## config.mk

```make
export PLATFORM = sky130hd
export DESIGN_NAME = gray_code_counter_source
export DESIGN_NICKNAME = d
export VERILOG_FILES = /design/src/rtl/gray_pkg.sv /design/src/rtl/gray_code_counter_source.sv
export SDC_FILE = /design/constraint.sdc
export NUM_CORES = 1
export LEC_CHECK = 0
export CAP_MARGIN = 40
export CORE_AREA = 3 3 46 48
export CTS_CLUSTER_DIAMETER = 50
export DETAILED_ROUTE_END_ITERATION = 10
export DIE_AREA = 0 0 49 51
export PLACE_DENSITY = 0.69
export SETUP_SLACK_MARGIN = 0.5
export SYNTH_ARGS = -nofsm -noshare
export SYNTH_HDL_FRONTEND = slang
export SYNTH_SLANG_ARGS = --single-unit
```

## constraint.sdc

```tcl
create_clock -name clk -period 1.85 [get_ports clk]
set_input_delay 0.37 -clock clk [delete_from_list [all_inputs] [get_ports clk]]
set_output_delay 0.37 -clock clk [all_outputs]
set_load 0.1 [all_outputs]
```

## src/rtl/gray_pkg.sv

```systemverilog
// Shared Gray-code helpers and source-stage state type, used by the counter
// source and the gray-to-binary stage. Helpers are width-generic via zero-extension.
package gray_pkg;

    localparam int GRAY_MAX_W = 32;

    typedef enum logic [1:0] {
        IDLE  = 2'd0,
        EMIT  = 2'd1,
        STALL = 2'd2
    } gray_src_state_t;

    function automatic logic [GRAY_MAX_W-1:0] bin2gray(input logic [GRAY_MAX_W-1:0] b);
        return b ^ (b >> 1);
    endfunction

    // Prefix-XOR by doubling shifts: bit k becomes the XOR of all gray bits >= k.
    function automatic logic [GRAY_MAX_W-1:0] gray2bin(input logic [GRAY_MAX_W-1:0] g);
        logic [GRAY_MAX_W-1:0] b;
        b = g;
        for (int s = 1; s < GRAY_MAX_W; s = s * 2) begin
            b = b ^ (b >> s);
        end
        return b;
    endfunction

endpackage

```

## src/rtl/gray_code_counter_source.sv

```systemverilog
// Up/down binary counter presenting a registered Gray-coded stream over a valid/ready
// handshake, with clear, parallel load, wrap/saturate, terminal-count and overrun flags.
module gray_code_counter_source
    import gray_pkg::*;
#(
    parameter int N       = 4,
    parameter bit WRAP_EN = 1'b1
) (
    input  logic            clk,
    input  logic            rstn,
    input  logic            en,
    input  logic            up_dn,
    input  logic            clr,
    input  logic            load,
    input  logic [N-1:0]    load_bin,
    output logic [N-1:0]    gray_value,
    output logic            gray_valid,
    input  logic            gray_ready,
    output logic            tc,
    output logic            sat,
    output logic            overrun,
    output gray_src_state_t state_o
);

    // Handshake: a value transfers on a cycle where gray_valid & gray_ready are both 1.
    // While gray_valid=1 and gray_ready=0, gray_value is held and the count does not advance.

    logic [N-1:0]    bin_q, bin_d;
    logic [N-1:0]    gray_q, gray_d;
    logic            tc_q, tc_d;
    logic            ovr_q, ovr_d;
    gray_src_state_t state_q, state_d;

    logic free;
    logic adv;
    logic at_limit;
    logic step_ok;

    // gray_valid is exactly "not IDLE", so there is no separate valid register.
    assign gray_valid = (state_q != IDLE);
    assign free       = !gray_valid || gray_ready;
    assign adv        = en && free && !clr && !load;
    assign at_limit   = up_dn ? (bin_q == {N{1'b1}}) : (bin_q == '0);
    assign step_ok    = WRAP_EN || !at_limit;
    assign sat        = !WRAP_EN && at_limit;

    always_comb begin
        bin_d   = bin_q;
        tc_d    = 1'b0;
        ovr_d   = ovr_q;
        state_d = state_q;
        if (clr) begin
            bin_d   = '0;
            ovr_d   = 1'b0;
            state_d = IDLE;
        end else if (load) begin
            bin_d   = load_bin;
            state_d = EMIT;
            if (gray_valid && !gray_ready) begin
                ovr_d = 1'b1;
            end
        end else if (adv && step_ok) begin
            bin_d   = up_dn ? bin_q + 1'b1 : bin_q - 1'b1;
            tc_d    = at_limit;
            state_d = EMIT;
        end else begin
            // Covers plain hold and a saturated advance (which never produces a new value).
            unique case (state_q)
                IDLE:        state_d = IDLE;
                EMIT, STALL: state_d = gray_ready ? IDLE : STALL;
                default:     state_d = IDLE;
            endcase
        end
        gray_d = N'(bin2gray(GRAY_MAX_W'(bin_d)));
    end

    always_ff @(posedge clk or negedge rstn) begin
        if (!rstn) begin
            bin_q   <= '0;
            gray_q  <= '0;
            tc_q    <= 1'b0;
            ovr_q   <= 1'b0;
            state_q <= IDLE;
        end else begin
            bin_q   <= bin_d;
            gray_q  <= gray_d;
            tc_q    <= tc_d;
            ovr_q   <= ovr_d;
            state_q <= state_d;
        end
    end

    assign gray_value = gray_q;
    assign tc         = tc_q;
    assign overrun    = ovr_q;
    assign state_o    = state_q;

endmodule

```

# After elaboration in Yosys (flattened, before gate mapping)
# Cells that the tools add are included.
dict set report op_classes {
  n_addsub 2
  eq_ne 3
  n_mux 16
  bitwise 1
  n_reduce_logical 15
}
# cell count
set op_table {}
lappend op_table {{$mux W4} 4}
lappend op_table {{$mux W2} 5}
lappend op_table {{$mux W1} 7}
lappend op_table {{$reduce_bool A2 Y1} 3}
lappend op_table {{$add A4 B1 Y4 const B} 1}
lappend op_table {{$eq A4 B4 Y1 const B} 1}
lappend op_table {{$logic_and A1 B1 Y1} 4}
lappend op_table {{$logic_not A1 Y1} 4}
lappend op_table {{$logic_not A4 Y1} 1}
lappend op_table {{$sub A4 B1 Y4 const B} 1}
lappend op_table {{$xor A4 B3 Y4} 1}
lappend op_table {{$eq A2 B1 Y1 const B} 1}
lappend op_table {{$eq A2 B2 Y1 const B} 1}
lappend op_table {{$reduce_and A2 Y1} 1}
lappend op_table {{$reduce_or A2 Y1} 1}
lappend op_table {{$logic_or A1 B1 Y1} 1}
dict set report word_totals {
  reg_bits 12
  in_bits 11
  out_inout_bits 10
  word_cells 42
}

# Longest topological paths before layout
# Gate-level depths: netlist (run 1).
dict set report logic_depth {
  depth_word 10
  mapped_depth 7
  ltp_nobuf 7
}

# Worst setup path after synthesis (run 1)
# No wires, ideal clock.
dict set report synth_path {
  path_kind {register to register}
  startpoint {reg state_q[0] (netlist: state_o[0])}
  endpoint {reg gray_q[2] (netlist: gray_value[2])}
  arrival_time_ns 2.226
  t_required_ns 1.717
  path_slack_ns -0.509
  path_stages_with_launch 8
  path_buffers 0
  cell_sequence {dfrtp_1 > inv_1 > ha_1 > nor2_2 > nor3_1 > a311o_1 > o2111a_2 > xor2_1}
}
dict set report synth_between {
  elab_chain_len 10
}
# element line
set synth_rtl {}
lappend synth_rtl {{start, declared} gray_code_counter_source.sv:32} ;# gray_src_state_t state_q, state_d;
lappend synth_rtl {{start signal, assigned} gray_code_counter_source.sv:89} ;# state_q <= state_d;
lappend synth_rtl {{$reduce_bool A2 Y1} gray_code_counter_source.sv:40} ;# assign gray_valid = (state_q != IDLE);
lappend synth_rtl {{$logic_not A1 Y1} gray_code_counter_source.sv:41} ;# assign free = !gray_valid || gray_ready;
lappend synth_rtl {{$logic_or A1 B1 Y1} gray_code_counter_source.sv:41}
lappend synth_rtl {{$logic_and A1 B1 Y1 (3 in a row)} gray_code_counter_source.sv:42} ;# assign adv = en && free && !clr && !load;
lappend synth_rtl {{$mux W4} gray_code_counter_source.sv:62} ;# end else if (adv && step_ok) begin
lappend synth_rtl {{$mux W4} gray_code_counter_source.sv:56} ;# end else if (load) begin
lappend synth_rtl {{$mux W4} gray_code_counter_source.sv:52} ;# if (clr) begin
lappend synth_rtl {{via bin_d[3]} gray_code_counter_source.sv:28} ;# logic [N-1:0] bin_q, bin_d;
lappend synth_rtl {{$xor A4 B3 Y4} gray_pkg.sv:14} ;# return b ^ (b >> 1);
lappend synth_rtl {{via gray_d[2]} gray_code_counter_source.sv:29} ;# logic [N-1:0] gray_q, gray_d;
lappend synth_rtl {{end signal, assigned} gray_code_counter_source.sv:86} ;# gray_q <= gray_d;
lappend synth_rtl {{end, declared} gray_code_counter_source.sv:29}
# The timed path passes the listed nets, and every way through them passes these cells.
# A chain may end at the register's enable or synchronous reset.

# Worst setup path in the final report (run 1)
dict set report layout_path {
  startpoint {reg bin_q[2]}
  endpoint {reg gray_q[2] (netlist: gray_value[2])}
}
dict set report layout_between {
  elab_chain_len 6
  elab_cells_between_ends 7
}
# element line
set layout_rtl {}
lappend layout_rtl {{start, declared} gray_code_counter_source.sv:28}
lappend layout_rtl {{start signal, assigned} gray_code_counter_source.sv:85} ;# bin_q <= bin_d;
lappend layout_rtl {{$sub A4 B1 Y4 or $add A4 B1 Y4 (tied branches)} gray_code_counter_source.sv:63} ;# bin_d = up_dn ? bin_q + 1'b1 : bin_q - 1'b1;
lappend layout_rtl {{$mux W4 (*)} gray_code_counter_source.sv:63}
lappend layout_rtl {{$mux W4 (*)} gray_code_counter_source.sv:62}
lappend layout_rtl {{$mux W4 (*)} gray_code_counter_source.sv:56}
lappend layout_rtl {{$mux W4 (*)} gray_code_counter_source.sv:52}
lappend layout_rtl {{via bin_d[3]} gray_code_counter_source.sv:28}
lappend layout_rtl {{$xor A4 B3 Y4 (*)} gray_pkg.sv:14}
lappend layout_rtl {{via gray_d[2]} gray_code_counter_source.sv:29}
# The timed path passes the listed nets; every way through them passes the cells marked *.

==> out/results.ini, run 1 <==
[cells_and_area]
final_cell_mix = 13 x buf_4, 9 x clkdlybuf4s50_1, 9 x buf_12
drive_gt1_share_pct = 60.0
nFillCells = 124
area_delta_synth_final_pct = 93.7
layout.nets = 121
diodes = 0
layout_commonest_cell = buf_4

[critical_path]
path_cells = ha_4, a21oi_4, a2111oi_4, a311o_1, o2111a_2, xor2_1
critPathMaxFanout = 4
critPathCapture = gray_value[2]$_DFF_PN0_
critPathArrivalTime_ns = 1.99
crit_type = reg2reg
worst-path-stages = 6
worst-path-buf-inv = 0
cp_top_family = compound AO/OA/AOI/OAI gates
rrSetupSlack_ns = 0.05
critPathLaunchType = register
timing.rr.end = gray_value[2]$_DFF_PN0_
cpMaxStageDelayCell = dfrtp_2
crit_required_ns = 2.04
ff2ff_path_depth = 6
crit_start = bin_q[2]$_DFF_PN0_
end_kind = register
r2r-start = bin_q[2]$_DFF_PN0_
max_stage_delay_ns = 0.43

[power_and_ir_drop]
p_leak_nw = 0.565
power.share.sequential_pct = 32.7
p_switching_w = 0.000342
internal_power_w = 0.000527
netSwitchingFraction_pct = 39.4
power_frac_comb_pct = 49.2
pwr-share-clk_pct = 18.1
total_power_w = 0.000868
power_density_mw_per_mm2 = 666
max-vdd-ir-drop_uv = 635

[sta]
fin_crit_ns = 1.80
max_freq_mhz = 556
setup_violations = 0
hold_viol = 0
whs_ns = 0.426
rsz0062_at_grt = true
drv_slew = 0
fin_crit_sh_pct = 97.2
finClkSkew_ns = 0.00823

[cts]
clockBufferDepth = 2
cts_tree = yes
clk_pin_slew_ns = 0.07
cts_sinks = 11
root_buffer = clkbuf_4
clkLatencyLatePin_ns = 0.26
cts_buffers = 3
htree_levels = 1
postCtsHoldBufs = 0

[worst_hold_path]
hold_path.class = in2async

[floorplanning]
initial_utilization_pct = 38.6
core-area_mm2 = 0.00175
fp-row-count = 15
dieArea_mm2 = 0.00250
io_pins = 21
die_y_um = 51
die-width_um = 49

[global_route]
track_usage_pct = 16.7
grt_pass1_wl_um = 3150
grt_pass1_vias = 667
overflow = 0
grt_max_degree = 12
antenna_found_initial = 0

[synthesis]
syn_nets = 80
synth_flop_cell = dfrtp_1
syn_inst = 65
syn_avg_cell_area_um2 = 10.4
async_reset_ff_share_pct = 100
synth-edff-count = 0
synth.distinct_cells = 31
synth-seq-cells = 11
synth_seq_area_share_pct = 40.9
netlist_area_um2 = 673
yosysWarnings = 0

[drt]
firstDrtPassIters = 4
routed-wl-met3_um = 48
routed.top_layer = met4
wl_met2_um = 1030
met1_length_um = 780
totalWireLength_um = 1880
vias = 613
wl_per_cell_um = 14.5
antenna_left = 0
drtIter0Drc = 10
drc = 0
viasPerCell = 4.72

[placed_design]
place.gp.congestion = 0.697
io_buffers = 19
hpwlAfterDp_um = 1370

[run]
cap_viol_max_count = 0

[run_status]
status = completed

what timing repair did:
item / 4_1_cts / 5_1_grt
pin swaps: 15 / 5
gates resized for setup: 16 / 9
setup buffers: 7 / 0
setup endpoints to repair: 9 / 14
gates cloned: 0 / 0
power by group through the flow:
| stage | Clock, W | Combinational (W) | Sequential, W |
|---|---|---|---|
| final | 0.000157 | 0.000427 | 0.000284 |
| after global routing | 0.000180 | 0.000450 | 0.000285 |
| after CTS | 0.000163 | 0.000419 | 0.000283 |
| after detailed placement | 0 | 0.000375 | 0.000287 |
| after global placement | 0 | 0.000368 | 0.000287 |
| after floorplan | 0 | 0.000133 | 0.000374 |
layout make-up:
type	count	area [um^2]	area share [%]
Inverter	9	40.0	3.07
Multi-Input combinational cell	43	474	36.4
Clock buffer	3	22.5	1.73
Timing Repair Buffer	38	445	34.2
Tap cell	25	31.3	2.40
Sequential cell	11	285	21.9
Clock inverter	1	5.00	0.384
registers in the layout, summed over array words and instances (netlist names):
signal      count
bin_q           4
gray_value      3
state_o         2
overrun         1
tc              1
logic make-up (layout without fill, tap and decap cells):
kind of cell,after synthesis,in the layout,share of synthesized area (%)
AND/OR/NAND/NOR,19,19,18.8
flip-flops,11,11,40.9
adder cells (fa/ha/maj),4,4,8.55
AO/OA/AOI/OAI,12,12,14.3
buffers and inverters,11,51,7.25
multiplexers,3,3,4.46
XOR/XNOR,4,4,5.21
other,1,1,0.557
how the worst min path moves through the flow:
stage                              startpoint                       to  slack (ns)  cells after the start
after floorplan                          rstn       bin_q[0]$_DFF_PN0_        0.07                      0
after global placement    overrun$_DFFE_PN0P_      overrun$_DFFE_PN0P_        0.55                      2
after detailed placement  overrun$_DFFE_PN0P_      overrun$_DFFE_PN0P_        0.58                      2
after CTS                                rstn  gray_value[0]$_DFF_PN0_        0.44                      1
after global routing                     rstn  gray_value[0]$_DFF_PN0_        0.45                      1
final                                    rstn  gray_value[0]$_DFF_PN0_        0.43                      1
metal layers:
metal  global-route usage [%]  vias to the layer above
met2                     29.9                       14
met4                     7.58                        0
li1                         -                      302
met1                     19.8                      295
met5                        0                        -
met3                     2.62                        2
cell usage after synthesis, drive strengths merged, types with 2 or more instances:
| cell | n | area [um^2] |
|---|---|---|
| buf | 2 | 15.0 |
| nor2 | 8 | 48.8 |
| a21oi | 4 | 20.0 |
| inv | 9 | 33.8 |
| xor2 | 2 | 17.5 |
| dfrtp | 11 | 275 |
| nand2b | 2 | 20.0 |
| xnor2 | 2 | 17.5 |
| ha | 3 | 37.5 |
| mux2i | 3 | 30.0 |
| and3 | 3 | 20.0 |
worst register-to-register path: cells and delay by family (launching register included):
kind / cells / cell delay [ns]
DFF: 1 / 0.43
adders and majority gates: 1 / 0.31
xor gates and xnor gates: 1 / 0.16
AOI/OAI and AO/OA: 4 / 0.82
through the flow:
step	setup slack (ns)	cells	area [um^2]	setup TNS (ns)	util, %
CTS	0.0752	130	1270	0	72.9
floorplan	0.0821	65	732	0	-
finish	0.0509	130	1300	0	74.7
global route	-0.0410	130	1300	-0.0410	74.7
global placement	-0.466	119	1120	-1.73	64.1
detailed placement	-0.506	119	1120	-1.98	64.1
Power figures use the tool's default switching activity.
==> run 2, diff against run 1 <==
CTS_BUF_LIST = sky130_fd_sc_hd__clkbuf_8 sky130_fd_sc_hd__clkbuf_16   (was not set)
==> run 2 against run 1 <==
  * Routed wire length up 3.7%
  * Non-clock buffer count increased by 3
  * First-iteration DRC count down 90%
  * Clock-buffer cell count unchanged
  * Final cell count rose by 2.3%
  * Critical path depth did not move
  * Global-route usage grew 0.61 points
  * Largest cell class is now non-clock buffers
  * Largest power group unchanged
==> out/results.ini, run 2 (same netlist as run 1, synthesis figures left out) <==
[cts]
clk_pin_slew_ns = 0.05  ; was 0.07 ns
clkLatencyLatePin_ns = 0.24  ; was 0.26 ns
postCtsHoldBufs = 0  ; unchanged
htree_levels = 1  ; unchanged
cts_sinks = 11  ; unchanged
cts_buffers = 3  ; unchanged
cts_tree = yes  ; unchanged
root_buffer = clkbuf_8  ; was clkbuf_4
clockBufferDepth = 2  ; unchanged

[critical_path]
cpMaxStageDelayCell = dfrtp_2  ; unchanged
end_kind = register  ; unchanged
critPathLaunchType = register  ; unchanged
max_stage_delay_ns = 0.43  ; about the same
path_cells = ha_4, a21oi_4, a2111oi_4, a311o_1, o2111a_2, xor2_1  ; unchanged
ff2ff_path_depth = 6  ; unchanged
worst-path-stages = 6  ; unchanged
critPathMaxFanout = 4  ; unchanged
worst-path-buf-inv = 0  ; unchanged
cp_top_family = compound AO/OA/AOI/OAI gates  ; unchanged
crit_type = reg2reg  ; unchanged
crit_required_ns = 2.01  ; was 2.04 ns
critPathArrivalTime_ns = 1.93  ; was 1.99 ns

[sta]
finalSetupTns_ns = 0  ; unchanged
setup_violations = 0  ; unchanged
fin_crit_sh_pct = 96.1  ; was 97.2%
finClkSkew_ns = 0.00525  ; was 0.00823 ns
drv_slew = 0  ; unchanged
rsz0062_at_grt = true  ; unchanged
fin_crit_ns = 1.78  ; was 1.80 ns
max_freq_mhz = 562  ; was 556 MHz
hold_viol = 0  ; unchanged

[floorplanning]
die-width_um = 49  ; unchanged
dieArea_mm2 = 0.00250  ; unchanged
die_y_um = 51  ; unchanged
io_pins = 21  ; unchanged
core-area_mm2 = 0.00175  ; unchanged
initial_utilization_pct = 38.6  ; unchanged
fp-row-count = 15  ; unchanged

[cells_and_area]
top_register = bin_q  ; unchanged
drive_gt1_share_pct = 61.1  ; was 60.0%
final_cell_mix = 13 x buf_4, 9 x buf_12, 9 x buf_6  ; was 13 x buf_4, 9 x clkdlybuf4s50_1, 9 x buf_12
largest_register_ffs = 4  ; unchanged
layout_commonest_cell = buf_4  ; unchanged
area_delta_synth_final_pct = 100  ; was 93.7%
layout.nets = 124  ; was 121
diodes = 0  ; unchanged

[drt]
drc = 0  ; unchanged
routed-wl-met3_um = 46  ; was 48 um
totalWireLength_um = 1950  ; was 1880 um
drtIter0Drc = 1  ; was 10
met1_length_um = 826  ; was 780 um
wl_per_cell_um = 14.7  ; was 14.5 um
vias = 626  ; was 613
antenna_left = 0  ; unchanged
wl_met2_um = 1050  ; was 1030 um
routed.top_layer = met4  ; unchanged
firstDrtPassIters = 4  ; unchanged
viasPerCell = 4.71  ; was 4.72

[placed_design]
hpwlAfterDp_um = 1370  ; unchanged
place.gp.congestion = 0.697  ; unchanged
io_buffers = 19  ; unchanged

[power_and_ir_drop]
p_leak_nw = 0.589  ; was 0.565 nW
max-vdd-ir-drop_uv = 714  ; was 635 uV
power_density_mw_per_mm2 = 708  ; was 666 mW/mm^2
total_power_w = 0.000955  ; was 0.000868 W

[worst_hold_path]
hold_path.class = in2async  ; unchanged

[global_route]
grt_max_degree = 12  ; unchanged
grt_pass1_vias = 733  ; was 667
track_usage_pct = 17.4  ; was 16.7%
antenna_found_initial = 0  ; unchanged
grt_pass1_wl_um = 3290  ; was 3150 um
overflow = 0  ; unchanged

[run]
cap_viol_max_count = 0  ; unchanged

[run_status]
status = completed  ; unchanged

[run 2: changes by cell type in the layout (fill, tap and decap cells not counted), moves of 2 or more]
| cell | before | now |
|---|---|---|
| dlygate4sd2_1 | 0 | 2 |
| clkbuf_4 | 3 | 0 |
| clkdlybuf4s50_1 | 9 | 7 |
| buf_6 | 6 | 9 |
| clkbuf_8 | 0 | 3 |
[run 2: where the power goes]
group / leakage (nW) / internal (W) / switching, W
Sequential: 0.138 / 0.000263 / 0.0000217
Clock: 0.0255 / 0.000148 / 0.0000878
Combinational: 0.425 / 0.000190 / 0.000245
[run 2: through the flow]
step | std cells | setup WS (ns) | util [%] | cell area, um^2 | hold WS (ns)
final | 133 | 0.0721 | 77.2 | 1350 | 0.454
after global routing | 133 | -0.0385 | 77.2 | 1350 | 0.495
after CTS | 131 | 0.0735 | 74.4 | 1300 | 0.478
after detailed placement | 119 | -0.506 | 64.1 | 1120 | 0.583
after global placement | 119 | -0.466 | 64.1 | 1120 | 0.553
after floorplan | 65 | 0.0821 | - | 732 | 0.0744
[run 2: what timing repair did]
action | CTS | global route
resized for setup | 22 | 9
pin swaps | 14 | 6
gates cloned | 0 | 0
setup buffers | 8 | 2
endpoints found under the hold margin | 0 | 0
setup endpoints to repair | 10 | 12
[run 2: area by class of cell]
cell class	count	area (um^2)
well taps	25	31.3
clock inverters	1	5.00
clock buffers	3	41.3
flip-flops and latches	11	284
fillers	116	398
multi-input cells	43	470
repair buffers	41	472
inverters	9	43.8
[run 2: path summary, 6_finish.rpt]
kind	start	to	slack (ns)
worst max-delay path	bin_q[2]$_DFF_PN0_	gray_value[2]$_DFF_PN0_	0.07
worst min-delay path	rstn	gray_value[0]$_DFF_PN0_	0.45
worst max register to register	bin_q[2]$_DFF_PN0_	gray_value[2]$_DFF_PN0_	0.07
worst min register to register	overrun$_DFFE_PN0P_	overrun$_DFFE_PN0P_	0.61
max in group asynchronous	rstn	state_o[1]$_DFF_PN0_	1.04
min in group clk	overrun$_DFFE_PN0P_	overrun$_DFFE_PN0P_	0.61
[run 2: per-layer routing]
layer | vias up | track usage (%)
met2 | 14 | 31.4
li1 | 307 | -
met1 | 303 | 20.3
met4 | 0 | 7.58
met3 | 2 | 2.62
met5 | - | 0
==> run 3, diff against run 2 <==
CORE_AREA = 3 3 44 50   (was 3 3 46 48)
DIE_AREA = 0 0 47 53   (was 0 0 49 51)
SKIP_LAST_GASP = 1   (was not set)
==> run 3 against run 2 <==
  * Combinational power shrank 3%
  * Sequential cell count is the same
  * First-iteration DRC count grew to 11 times the previous value
  * Power shrank 1.8%
  * Hold slack gained 0.021 ns
  * Sequential share of layout area grew 0.74 points
  * Design area shrank 3.8%
  * Largest cell class is now multi-input combinational cells
  * Critical path depth is the same
  * Die area shrank 0.32%
==> out/results.ini, run 3 (same netlist as run 1, synthesis figures left out) <==
[cts]
clockBufferDepth = 2  ; unchanged
htree_levels = 1  ; unchanged
clkLatencyLatePin_ns = 0.23  ; was 0.24 ns
clk_pin_slew_ns = 0.05  ; about the same
cts_tree = yes  ; unchanged
cts_buffers = 3  ; unchanged
root_buffer = clkbuf_8  ; unchanged
cts_sinks = 11  ; unchanged

[sta]
hold_viol = 0  ; unchanged
slew_headroom_pct = 66.2
rsz0062_at_grt = true  ; unchanged
setup_violations = 0  ; unchanged
max_freq_mhz = 579  ; was 562 MHz
tightest_slew_ns = 0.505
drv_slew = 0  ; unchanged
finClkSkew_ns = 0.00105  ; was 0.00525 ns
finalSetupTns_ns = 0  ; unchanged
fin_crit_sh_pct = 93.3  ; was 96.1%
fin_crit_ns = 1.73  ; was 1.78 ns

[run]
cap_viol_max_count = 0  ; unchanged

[floorplanning]
core-area_mm2 = 0.00176  ; was 0.00175 mm^2
dieArea_mm2 = 0.00249  ; was 0.00250 mm^2
die_y_um = 53  ; was 51 um
io_pins = 21  ; unchanged
die-width_um = 47  ; was 49 um
initial_utilization_pct = 38.2  ; was 38.6%
fp-row-count = 16  ; was 15

[drt]
totalWireLength_um = 1740  ; was 1950 um
wl_per_cell_um = 14.1  ; was 14.7 um
antenna_left = 0  ; unchanged
drc = 0  ; unchanged
vias = 615  ; was 626
firstDrtPassIters = 4  ; unchanged
viasPerCell = 5.00  ; was 4.71
drtIter0Drc = 11  ; was 1

[placed_design]
place.gp.congestion = 0.761  ; was 0.697
io_buffers = 19  ; unchanged
post-place-cells = 112  ; was 119
postPlaceCellArea_mm2 = 0.00111  ; was 0.00112 mm^2
hpwlAfterDp_um = 1280  ; was 1370 um

[worst_hold_path]
hold_path.class = in2async  ; unchanged

[cells_and_area]
layout.nets = 121  ; was 124
top_register = bin_q  ; unchanged
area_delta_synth_final_pct = 92.6  ; was 100%
diodes = 0  ; unchanged
final_area_mm2 = 0.00130  ; was 0.00135 mm^2
largest_register_ffs = 4  ; unchanged
nFillCells = 114  ; was 116
drive_gt1_share_pct = 55.2  ; was 61.1%
layout_commonest_cell = buf_4  ; unchanged
instances_no_fill = 123  ; was 133
final_cell_mix = 14 x buf_4, 9 x dfrtp_1, 9 x buf_12  ; was 13 x buf_4, 9 x buf_12, 9 x buf_6

[critical_path]
critPathMaxFanout = 4  ; unchanged
critPathLaunchType = register  ; unchanged
max_stage_delay_ns = 0.41  ; was 0.43 ns
crit_required_ns = 2.01  ; about the same
path_cells = ha_4, a21oi_4, a2111oi_2, a311o_1, o2111a_2, xor2_1  ; was ha_4, a21oi_4, a2111oi_4, a311o_1, o2111a_2, xor2_1
crit_type = reg2reg  ; unchanged
worst-path-buf-inv = 0  ; unchanged
critPathArrivalTime_ns = 1.88  ; was 1.93 ns
end_kind = register  ; unchanged
cp_top_family = compound AO/OA/AOI/OAI gates  ; unchanged
cpMaxStageDelayCell = dfrtp_1  ; was dfrtp_2

[global_route]
grt_max_degree = 12  ; unchanged
antenna_found_initial = 0  ; unchanged
track_usage_pct = 16.3  ; was 17.4%
grt_pass1_wl_um = 2800  ; was 3290 um
grt_pass1_vias = 648  ; was 733
overflow = 0  ; unchanged

[power_and_ir_drop]
max-vdd-ir-drop_uv = 658  ; was 714 uV
power_density_mw_per_mm2 = 723  ; was 708 mW/mm^2
p_leak_nw = 0.591  ; was 0.589 nW

[run_status]
status = completed  ; unchanged

==> run 3: cell types whose count changed in the layout (fill, tap and decap cells not counted), sizes merged <==
cell           before  now
buf                32   28
inv                 7    9
clkdlybuf4s15       0    1
clkinv              1    0
clkinvlp            2    1
dlygate4sd2         2    1
dlymetal6s2s        0    1
==> run 3: where the power goes <==
part | switching, W | internal (W) | total (W)
clock network | 0.0000841 | 0.000145 | 0.000229
registers | 0.0000221 | 0.000263 | 0.000285
logic | 0.000238 | 0.000185 | 0.000423
total | 0.000345 | 0.000593 | 0.000937
==> run 3: layout make-up <==
class	instances	area, um^2	area share, %
clock inverters	1	3.75	0.290
flip-flops and latches	11	283	21.8
inverters	9	40.0	3.09
repair buffers	38	444	34.3
clock buffers	3	41.3	3.19
multi-input cells	43	462	35.6
well taps	18	22.5	1.74
==> run 3: layer usage <==
layer  global-route usage [%]  wire, um
met3                     3.40        59
met5                        0         0
met2                     26.2       900
met1                     19.1       733
met4                     10.1        45
==> run 3: worst paths after layout <==
| kind | start | to | slack (ns) | cells after the start |
|---|---|---|---|---|
| setup / recovery | bin_q[2]$_DFF_PN0_ | gray_value[2]$_DFF_PN0_ | 0.12 | 6 |
| hold / removal | rstn | bin_q[0]$_DFF_PN0_ | 0.47 | 1 |
| setup reg to reg | bin_q[2]$_DFF_PN0_ | gray_value[2]$_DFF_PN0_ | 0.12 | 6 |
| hold reg to reg | overrun$_DFFE_PN0P_ | overrun$_DFFE_PN0P_ | 0.56 | 2 |
| max in group asynchronous | rstn | state_o[1]$_DFF_PN0_ | 0.99 | 1 |
| min in group clk | clr | state_o[0]$_DFF_PN0_ | 0.51 | 3 |
==> run 3: stage by stage <==
step           util [%]  hold WS, ns  setup slack [ns]  power [W]
2_1_floorplan         -       0.0744            0.0821   0.000507
3_3_place_gp       63.0        0.549            -0.477   0.000655
3_5_place_dp       63.0        0.559            -0.449   0.000659
4_1_cts            70.9        0.484             0.102   0.000927
5_1_grt            73.6        0.505            0.0614   0.000977
6_report           73.6        0.475             0.123   0.000937
==> run 3: timing repair <==
item                                   in CTS  in global routing
hold buffers                                0                  0
setup buffers                               5                  2
pin swaps                                  11                  6
setup endpoints to repair                   9                 11
resized for setup                          14                  8
endpoints found under the hold margin       0                  0
